--- src/rtl/gate_op_if.sv ---
// Request/result bundle between requesters, the gate-op scheduler, and the result sink.
// The four requesters' operands are packed side by side: requester i occupies slice i.
interface gate_op_if #(
    parameter int WIDTH = 8
);
    logic [3:0]         req_valid;
    logic [3:0]         req_ready;
    logic [4*WIDTH-1:0] req_a;
    logic [4*WIDTH-1:0] req_b;
    logic [11:0]        req_op;
    logic               res_valid;
    logic               res_ready;
    logic [WIDTH-1:0]   res_data;
    logic [1:0]         res_id;
    logic               res_err;
    logic [15:0]        done_cnt;

    modport master (
        output req_valid, req_a, req_b, req_op, res_ready,
        input  req_ready, res_valid, res_data, res_id, res_err, done_cnt
    );

    modport slave (
        input  req_valid, req_a, req_b, req_op, res_ready,
        output req_ready, res_valid, res_data, res_id, res_err, done_cnt
    );
endinterface

--- src/rtl/gate_op_scheduler.sv ---
// Round-robin arbiter over four requesters feeding a single registered bitwise-gate stage.
//   state | meaning
//   IDLE  | no result held, any granted request is accepted
//   HOLD  | result held on res_*, new request accepted only when the sink takes it
module gate_op_scheduler #(
    parameter int WIDTH = 8
) (
    input logic      clk,
    input logic      rst,
    gate_op_if.slave bus
);
    typedef enum logic {IDLE = 1'b0, HOLD = 1'b1} state_t;

    state_t           state_q, state_d;
    logic [1:0]       ptr_q, ptr_d;
    logic [WIDTH-1:0] data_q, data_d;
    logic [1:0]       id_q, id_d;
    logic             err_q, err_d;
    logic [15:0]      done_q, done_d;

    logic             gnt_found;
    logic [1:0]       gnt_idx;
    logic [1:0]       cand;
    logic             accept;
    logic [2:0]       op;
    logic [WIDTH-1:0] opa, opb, gate_res;
    logic             gate_err;

    // First valid requester searching upward from ptr, wrapping mod 4.
    always_comb begin
        gnt_found = 1'b0;
        gnt_idx   = ptr_q;
        cand      = ptr_q;
        for (int k = 0; k < 4; k++) begin
            cand = ptr_q + 2'(k);
            if (!gnt_found && bus.req_valid[cand]) begin
                gnt_found = 1'b1;
                gnt_idx   = cand;
            end
        end
    end

    always_comb begin
        opa      = bus.req_a[int'(gnt_idx)*WIDTH +: WIDTH];
        opb      = bus.req_b[int'(gnt_idx)*WIDTH +: WIDTH];
        op       = bus.req_op[int'(gnt_idx)*3 +: 3];
        gate_res = '0;
        gate_err = 1'b0;
        case (op)
            3'b000:  gate_res = opa & opb;
            3'b001:  gate_res = opa | opb;
            3'b010:  gate_res = ~opa;
            3'b011:  gate_res = ~(opa & opb);
            3'b100:  gate_res = ~(opa | opb);
            3'b101:  gate_res = opa ^ opb;
            3'b110:  gate_res = ~(opa ^ opb);
            default: gate_err = 1'b1;
        endcase
    end

    assign accept        = gnt_found && (state_q == IDLE || bus.res_ready) && !rst;
    assign bus.req_ready = accept ? (4'b0001 << gnt_idx) : 4'b0000;

    always_comb begin
        state_d = state_q;
        ptr_d   = ptr_q;
        data_d  = data_q;
        id_d    = id_q;
        err_d   = err_q;
        done_d  = done_q;
        if (state_q == HOLD && bus.res_ready) begin
            done_d  = done_q + 16'd1;
            state_d = IDLE;
        end
        // A fresh accept overrides the drain to IDLE, giving back-to-back results.
        if (accept) begin
            state_d = HOLD;
            ptr_d   = gnt_idx + 2'd1;
            data_d  = gate_res;
            id_d    = gnt_idx;
            err_d   = gate_err;
        end
    end

    always_ff @(posedge clk) begin
        if (rst) begin
            state_q <= IDLE;
            ptr_q   <= 2'd0;
            data_q  <= '0;
            id_q    <= 2'd0;
            err_q   <= 1'b0;
            done_q  <= 16'd0;
        end else begin
            state_q <= state_d;
            ptr_q   <= ptr_d;
            data_q  <= data_d;
            id_q    <= id_d;
            err_q   <= err_d;
            done_q  <= done_d;
        end
    end

    assign bus.res_valid = (state_q == HOLD);
    assign bus.res_data  = data_q;
    assign bus.res_id    = id_q;
    assign bus.res_err   = err_q;
    assign bus.done_cnt  = done_q;
endmodule

--- src/flat_wrapper.sv ---
// flat-port wrapper written by rule: the top's interface ports become plain ports
module gate_op_scheduler_flat 
#(
    parameter int WIDTH = 8
)
  (clk, rst, bus_req_valid, bus_req_a, bus_req_b, bus_req_op, bus_res_ready, bus_req_ready, bus_res_valid, bus_res_data, bus_res_id, bus_res_err, bus_done_cnt);
  gate_op_if #(.WIDTH(WIDTH)) bus_i ();
  input logic clk;
  input logic rst;
  input wire logic [$bits(bus_i.req_valid)-1:0] bus_req_valid;
  input wire logic [$bits(bus_i.req_a)-1:0] bus_req_a;
  input wire logic [$bits(bus_i.req_b)-1:0] bus_req_b;
  input wire logic [$bits(bus_i.req_op)-1:0] bus_req_op;
  input wire logic [$bits(bus_i.res_ready)-1:0] bus_res_ready;
  output wire logic [$bits(bus_i.req_ready)-1:0] bus_req_ready;
  output wire logic [$bits(bus_i.res_valid)-1:0] bus_res_valid;
  output wire logic [$bits(bus_i.res_data)-1:0] bus_res_data;
  output wire logic [$bits(bus_i.res_id)-1:0] bus_res_id;
  output wire logic [$bits(bus_i.res_err)-1:0] bus_res_err;
  output wire logic [$bits(bus_i.done_cnt)-1:0] bus_done_cnt;
  assign bus_i.req_valid = bus_req_valid;
  assign bus_i.req_a = bus_req_a;
  assign bus_i.req_b = bus_req_b;
  assign bus_i.req_op = bus_req_op;
  assign bus_i.res_ready = bus_res_ready;
  assign bus_req_ready = bus_i.req_ready;
  assign bus_res_valid = bus_i.res_valid;
  assign bus_res_data = bus_i.res_data;
  assign bus_res_id = bus_i.res_id;
  assign bus_res_err = bus_i.res_err;
  assign bus_done_cnt = bus_i.done_cnt;
  gate_op_scheduler #(.WIDTH(WIDTH)) u_core (.clk(clk), .rst(rst), .bus(bus_i));
endmodule
--- config.mk ---
export PLATFORM = sky130hd
export DESIGN_NAME = gate_op_scheduler_flat
export DESIGN_NICKNAME = d
export VERILOG_FILES = /design/src/rtl/gate_op_if.sv /design/src/rtl/gate_op_scheduler.sv /design/src/flat_wrapper.sv
export SDC_FILE = /design/constraint.sdc
export NUM_CORES = 1
export LEC_CHECK = 0
export BUFFER_PORTS_ARGS = -buffer_cell sky130_fd_sc_hd__buf_2
export CORE_MARGIN = 1.5
export CORE_UTILIZATION = 35
export CTS_CLUSTER_SIZE = 20
export DETAILED_ROUTE_END_ITERATION = 8
export RECOVER_POWER = 50
export REMOVE_ABC_BUFFERS = 1
export SYNTH_ARGS = -nofsm -noshare
export SYNTH_HDL_FRONTEND = slang
export SYNTH_SLANG_ARGS = --single-unit
--- constraint.sdc ---
create_clock -name clk -period 2.8 [get_ports clk]
set_clock_uncertainty 0.05 [all_clocks]
set_input_delay 0.14 -clock clk [delete_from_list [all_inputs] [get_ports clk]]
set_output_delay 0.14 -clock clk [all_outputs]
set_load 0.05 [all_outputs]
# Word level (Yosys, flattened, before mapping)
# Cells that the tools add are included.
[op_classes]
addsub = 5
mul = 1
magnitude_cmp = 4
eq_ne = 6
shifts = 4
mux = 20
bitwise_logic = 8
n_reduce_logical = 14
[ops]
columns = ["operator", "count"]
rows = [
  ["32-bit by 6-bit indexed part select with 8-bit output", 2],
  ["8-bit one-hot mux with 7 select lines", 1],
  ["8-bit inverter", 4],
  ["12-bit by 32-bit indexed part select with 3-bit output", 1],
  ["16-bit by 1-bit adder with 16-bit output (second input constant)", 1],
  ["2-bit by 3-bit < comparator with 1-bit output (second input constant)", 4],
  ["1-bit 2-to-1 mux", 11],
  ["3-bit equality test (second input constant)", 3],
  ["8-bit bitwise AND", 1],
  ["1-bit binary-select mux with 2-bit select", 4],
  ["8-bit OR", 1],
  ["8-bit XOR", 1],
  ["7-bit OR reduction", 1],
  ["3-bit by 2-bit equality test with 1-bit output (second input constant)", 2],
  ["1-bit logical AND", 6],
  ["2-bit 2-to-1 mux", 3],
  ["2-bit by 1-bit adder with 2-bit output (second input constant)", 2],
  ["2-bit adder (second input constant)", 2],
  ["1-bit logical NOT", 4],
  ["2-bit by 2-bit multiplier with 4-bit output (second input constant)", 1],
  ["4-bit 2-to-1 mux", 1],
  ["1-bit by 2-bit left shift with 4-bit output (first input constant)", 1],
  ["3-bit by 1-bit equality test with 1-bit output (second input constant)", 1],
  ["3-bit logical NOT", 1],
  ["3 further kinds", 3],
]
[totals]
reg_bits = 30
inputBits = 83
output_inout_bits = 32
word_cells = 68

# Depth between registers and ports, before layout
[logic_depth]
ltp_word = 17
ltp_mapped = 16
ltp_nobuf = 13

# Worst setup path after synthesis
# OpenSTA, ideal clock, no wires.
[synth_timing]
path_type = "flip-flop to flip-flop"
start = "reg u_core.ptr_q[1]"
end = "reg u_core.data_q[5], in the netlist u_core.bus.res_data[5]"
setup_time_ps = 120
arrival_time_ps = 2934
required_time_ps = 2630
setup_slack_ps = -303
path_stages_with_launch = 16
n_path_buf = 3
synth_period_minus_slack_ps = 3103
path_cell_list = "dfxtp_1 > nor3_1 > nor4_4 > nor2_2 > inv_2 > buf_4 > buf_4 > clkbuf_1 > nand2_1 > nand3_1 > nand2_1 > ha_1 > a21bo_2 > a221oi_1 > a311oi_1 > a211o_1"
[synth_via]
elab_chain_len = 16
word_cells_on_any_way = 45
classes_between = "add/sub: 3; mul: 1; eq/ne: 6; shift: 3; mux: 16; bitwise: 7; reduce/logical: 9"
[synth_lines]
columns = ["item", "line_no", "source"]
rows = [
  ["from (decl)", "gate_op_scheduler.sv:15", "logic [1:0] ptr_q, ptr_d;"],
  ["from (signal assigned)", "gate_op_scheduler.sv:95", "ptr_q <= ptr_d;"],
  ["branches (longest 11 deep; another with 2-bit by 1-bit adder with 2-bit output)", "--", ""],
  ["2-bit 2-to-1 mux (*)", "gate_op_scheduler.sv:36", "if (!gnt_found && bus.req_valid[cand]) begin"],
  ["net u_core.gnt_idx[1]", "gate_op_scheduler.sv:22", "logic [1:0] gnt_idx;"],
  ["2-bit by 2-bit multiplier with 4-bit output, or another cell as far along", "gate_op_scheduler.sv:46", "op = bus.req_op[int'(gnt_idx)*3 +: 3];"],
  ["12-bit by 32-bit indexed part select with 3-bit output, or another cell as far along", "gate_op_scheduler.sv:46", ""],
  ["3-bit equality test, or another cell as far along", "gate_op_scheduler.sv:49", "case (op)"],
  ["8-bit one-hot mux with 7 select lines (*)", "gate_op_scheduler.sv:49", ""],
  ["to (signal assigned)", "gate_op_scheduler.sv:96", "data_q <= data_d;"],
  ["to (decl)", "gate_op_scheduler.sv:16", "logic [WIDTH-1:0] data_q, data_d;"],
]
# Mark *: on every way through the listed nets, which the timed path passes. The select of a mux whose other input is x is not followed.
# A chain may end at the register's enable or synchronous reset.

# Worst setup path in the final report
[layout_timing]
start = "reg u_core.ptr_q[1]"
end = "reg u_core.data_q[7], in the netlist u_core.bus.res_data[7]"
[layout_via]
elab_chain_len = 16
word_cells_on_any_way = 45
classes_between = "add/sub: 3; mul: 1; eq/ne: 6; shift: 3; mux: 16; bitwise: 7; reduce/logical: 9"
[layout_lines]
columns = ["item"]
rows = [
  ["branches (longest 16 deep; another with 2-bit by 2-bit multiplier with 4-bit output)"],
]
# Several ways; the timed one is not identified. The select of a mux whose other input is x is not followed.

==> results_dict.tcl <==
set metrics [dict create \
    cts-root-buf "clkbuf_8" \
    hold_violations 0 \
    ir_worst_vdd_uv 267 \
    synthArstFlopShare_pct 0 \
    drt_pass1_iterations 4 \
    viasPerCell 5.13 \
    grt_remaining_overflow 0 \
    yosysTopAreaCellShare_pct 20.2 \
    avgSynthCellArea_um2 7.55 \
    postSynthCellCount 393 \
    num_vias 3220 \
    stdcell_count 628 \
    r2r_setup_slack_ns 0.14 \
    worst_slew_margin_rel_pct 57.3 \
    drt_iter0_markers 158 \
    wire_per_inst_um 14.0 \
    crit_path_start "u_core.ptr_q[1]$_SDFFE_PP0P_" \
    grt.total_usage_pct 19.3 \
    reg2reg_depth 14 \
    yosysWarningCount 0 \
    status "finished clean" \
    cts_made_buffers 5 \
    portBuffers 114 \
    fin_ws_ns 0.138 \
    seq_area_frac_synth_pct 20.2 \
    wl_mm 8.80 \
    whs_ns 0.108 \
    start_util_pct 36.1 \
    syn_to_final_growth_pct 32.0 \
    core_um2 8220 \
    ys.flop_type "dfxtp_1" \
    path_max_fanout 10 \
    drc_errors 0 \
    clk_pin_slew_worst_paths_ns 0.07 \
    worstSetupPathType "reg2reg" \
    place_area_um2 3770 \
    clock_sinks 30 \
    p_leak_nw 1.83 \
    r2r-start "u_core.ptr_q[1]$_SDFFE_PP0P_" \
    grt_max_degree 21 \
    row_count 33 \
    nets 626 \
    cts_tree "done" \
    synth.area.top_cells "dfxtp_1, ha_1, nand2_1" \
    min_path_type "in2reg" \
    grt_pass1_wl_mm 13.7 \
    htreeDepth 2 \
    finalCriticalPeriod_ns 2.66 \
    dp.cells 616 \
    total_power_mw 2.58 \
    ant_nets 0 \
    pre_cts_slack_ns 0.0669 \
    power_density_nw_per_um2 659 \
    ys_ff_latch 30 \
    max_freq_mhz 376 \
    yosysTopAreaCell "dfxtp_1" \
    crit_end "u_core.bus.res_data[7]$_SDFFE_PP0P_" \
    syn_area_um2 2970 \
    stdcell_area_um2 3920 \
    grt_pass1_vias 2937 \
    cts_hold_buf 0 \
    clockBufferDepth 2 \
    drive_gt1_share_pct 30.4 \
    worst_slew_pin_slew_ns 0.643 \
    diodes 0 \
    dp_hpwl_mm 6.81 \
    pin_count 115 \
    arrival_ns 2.78 \
    die_w_um 95.1 \
    critPathRequiredTime_ns 2.92 \
    critPathLaunchType "flop" \
    finalMaxSlewViolations 0 \
    worstReg2RegEnd "u_core.bus.res_data[7]$_SDFFE_PP0P_" \
    endpoint_kind "flop" \
    die_h_um 95.1 \
    place.gp.congestion 0.866 \
    finalCritPeriodShare_pct 95.1 \
    worstSkewPairLatency_ns 0.28 \
    synth_cell_types 60 \
    setup-violations-final 0 \
    cap_violations 0 \
    antenna_found_initial 0 \
    synth_edf_count 0 \
    die-area_um2 9040 \
]
==> final cells by class <==
type | instances | area [µm²]
inverter | 22 | 85.1
multi-input combinational | 314 | 2170
sequential | 30 | 603
tap | 105 | 131
clock buffer | 6 | 82.6
fill | 829 | 4300
timing repair buffer | 149 | 837
clock inverter | 2 | 12.5
==> cells by family after synthesis <==
logic type	share of synthesized area, %
compound gates	15.8
xor+xnor	4.13
fa+ha+maj	8.85
buf+inv	8.01
flops	20.2
mux	12.6
simple gates	30.3
==> through the flow <==
stage | setup TNS (ns) | utilization (%)
final | 0 | 47.7
after global routing | -0.0340 | 47.7
after floorplan | -2.52 | -
after global placement | 0 | 45.8
after detailed placement | 0 | 45.8
after CTS | 0 | 47.0
==> Yosys cell counts, types with 4 or more instances <==
library cell  instances
mux4_2                5
buf_4                 5
nor2_1               25
and3_1                7
nand2_1              70
and2_1               10
a211oi_1              4
o21ai_0              13
ha_1                 21
nor2b_1               4
o2111a_1              4
inv_1                20
xor2_1               11
a311o_1               4
clkbuf_1             14
buf_6                 4
o211ai_1              5
dfxtp_1              30
a21oi_1              12
nor3_1               12
nand3_1              37
mux2i_1              24
==> where the power goes <==
group / total (mW) / internal (mW) / leakage (nW) / switching (mW)
combinational: 1.70 / 0.710 / 1.53 / 0.990
clock: 0.373 / 0.198 / 0.0472 / 0.175
sequential: 0.510 / 0.473 / 0.245 / 0.0365
total: 2.58 / 1.38 / 1.83 / 1.20
==> timing repair <==
item	4_1_cts	5_1_grt
resized for setup	0	13
endpoints found under the setup margin	0	8
buffers inserted	0	3
==> registers in the layout (all words and copies together) (netlist names) <==
name and cells:
u_core.bus.done_cnt 16, u_core.bus.res_data 8, u_core.bus.res_id 2, u_core.ptr_q 2, u_core.bus.res_err 1, u_core.bus.res_valid 1
==> metal layers <==
layer | wire, µm | GRT usage, %
met4 | 41 | 3.86
met5 | 0 | 0
met3 | 584 | 2.79
met2 | 4150 | 32.0
met1 | 4020 | 26.5
==> worst max-delay path, stage by stage (launching register included) <==
cell	delay, ns
dfxtp_2	0.41
and3b_2	0.25
nor4_4	0.05
nor2_2	0.19
inv_4	0.08
buf_12	0.15
buf_4	0.13
mux2i_1	0.11
mux2i_1	0.19
inv_1	0.07
ha_1	0.24
mux4_2	0.31
nor2_1	0.10
o211ai_1	0.09
o2111a_1	0.13
==> cells in the final DEF, fill, tap and decap left out, types with 12 or more instances in the layout <==
master | netlist | layout
buf_2 | 3 | 87
dfxtp_1 | 30 | 28
mux2i_1 | 24 | 24
nand2_1 | 70 | 69
nand3_1 | 37 | 37
buf_4 | 5 | 32
inv_1 | 20 | 20
nor2_1 | 25 | 25
a21oi_1 | 12 | 12
clkbuf_1 | 14 | 27
o21ai_0 | 13 | 13
ha_1 | 21 | 20
==> how the worst min path moves through the flow <==
stage / from / to / slack, ns / depth (start not counted)
3_3_place_gp: u_core.bus.res_id[0]$_SDFFE_PP0P_ / u_core.bus.res_id[0]$_SDFFE_PP0P_ / 0.39 / 2
4_1_cts: rst / u_core.bus.res_valid$_SDFFE_PP0P_ / 0.1 / 2
2_1_floorplan: rst / u_core.bus.done_cnt[6]$_SDFFE_PP0P_ / 0.16 / 1
6_report: rst / u_core.bus.res_valid$_SDFFE_PP0P_ / 0.11 / 2
5_1_grt: rst / u_core.bus.res_valid$_SDFFE_PP0P_ / 0.11 / 2
3_5_place_dp: rst / u_core.bus.res_valid$_SDFFE_PP0P_ / 0.39 / 2
No activity file was read; power rests on OpenSTA's default activity.
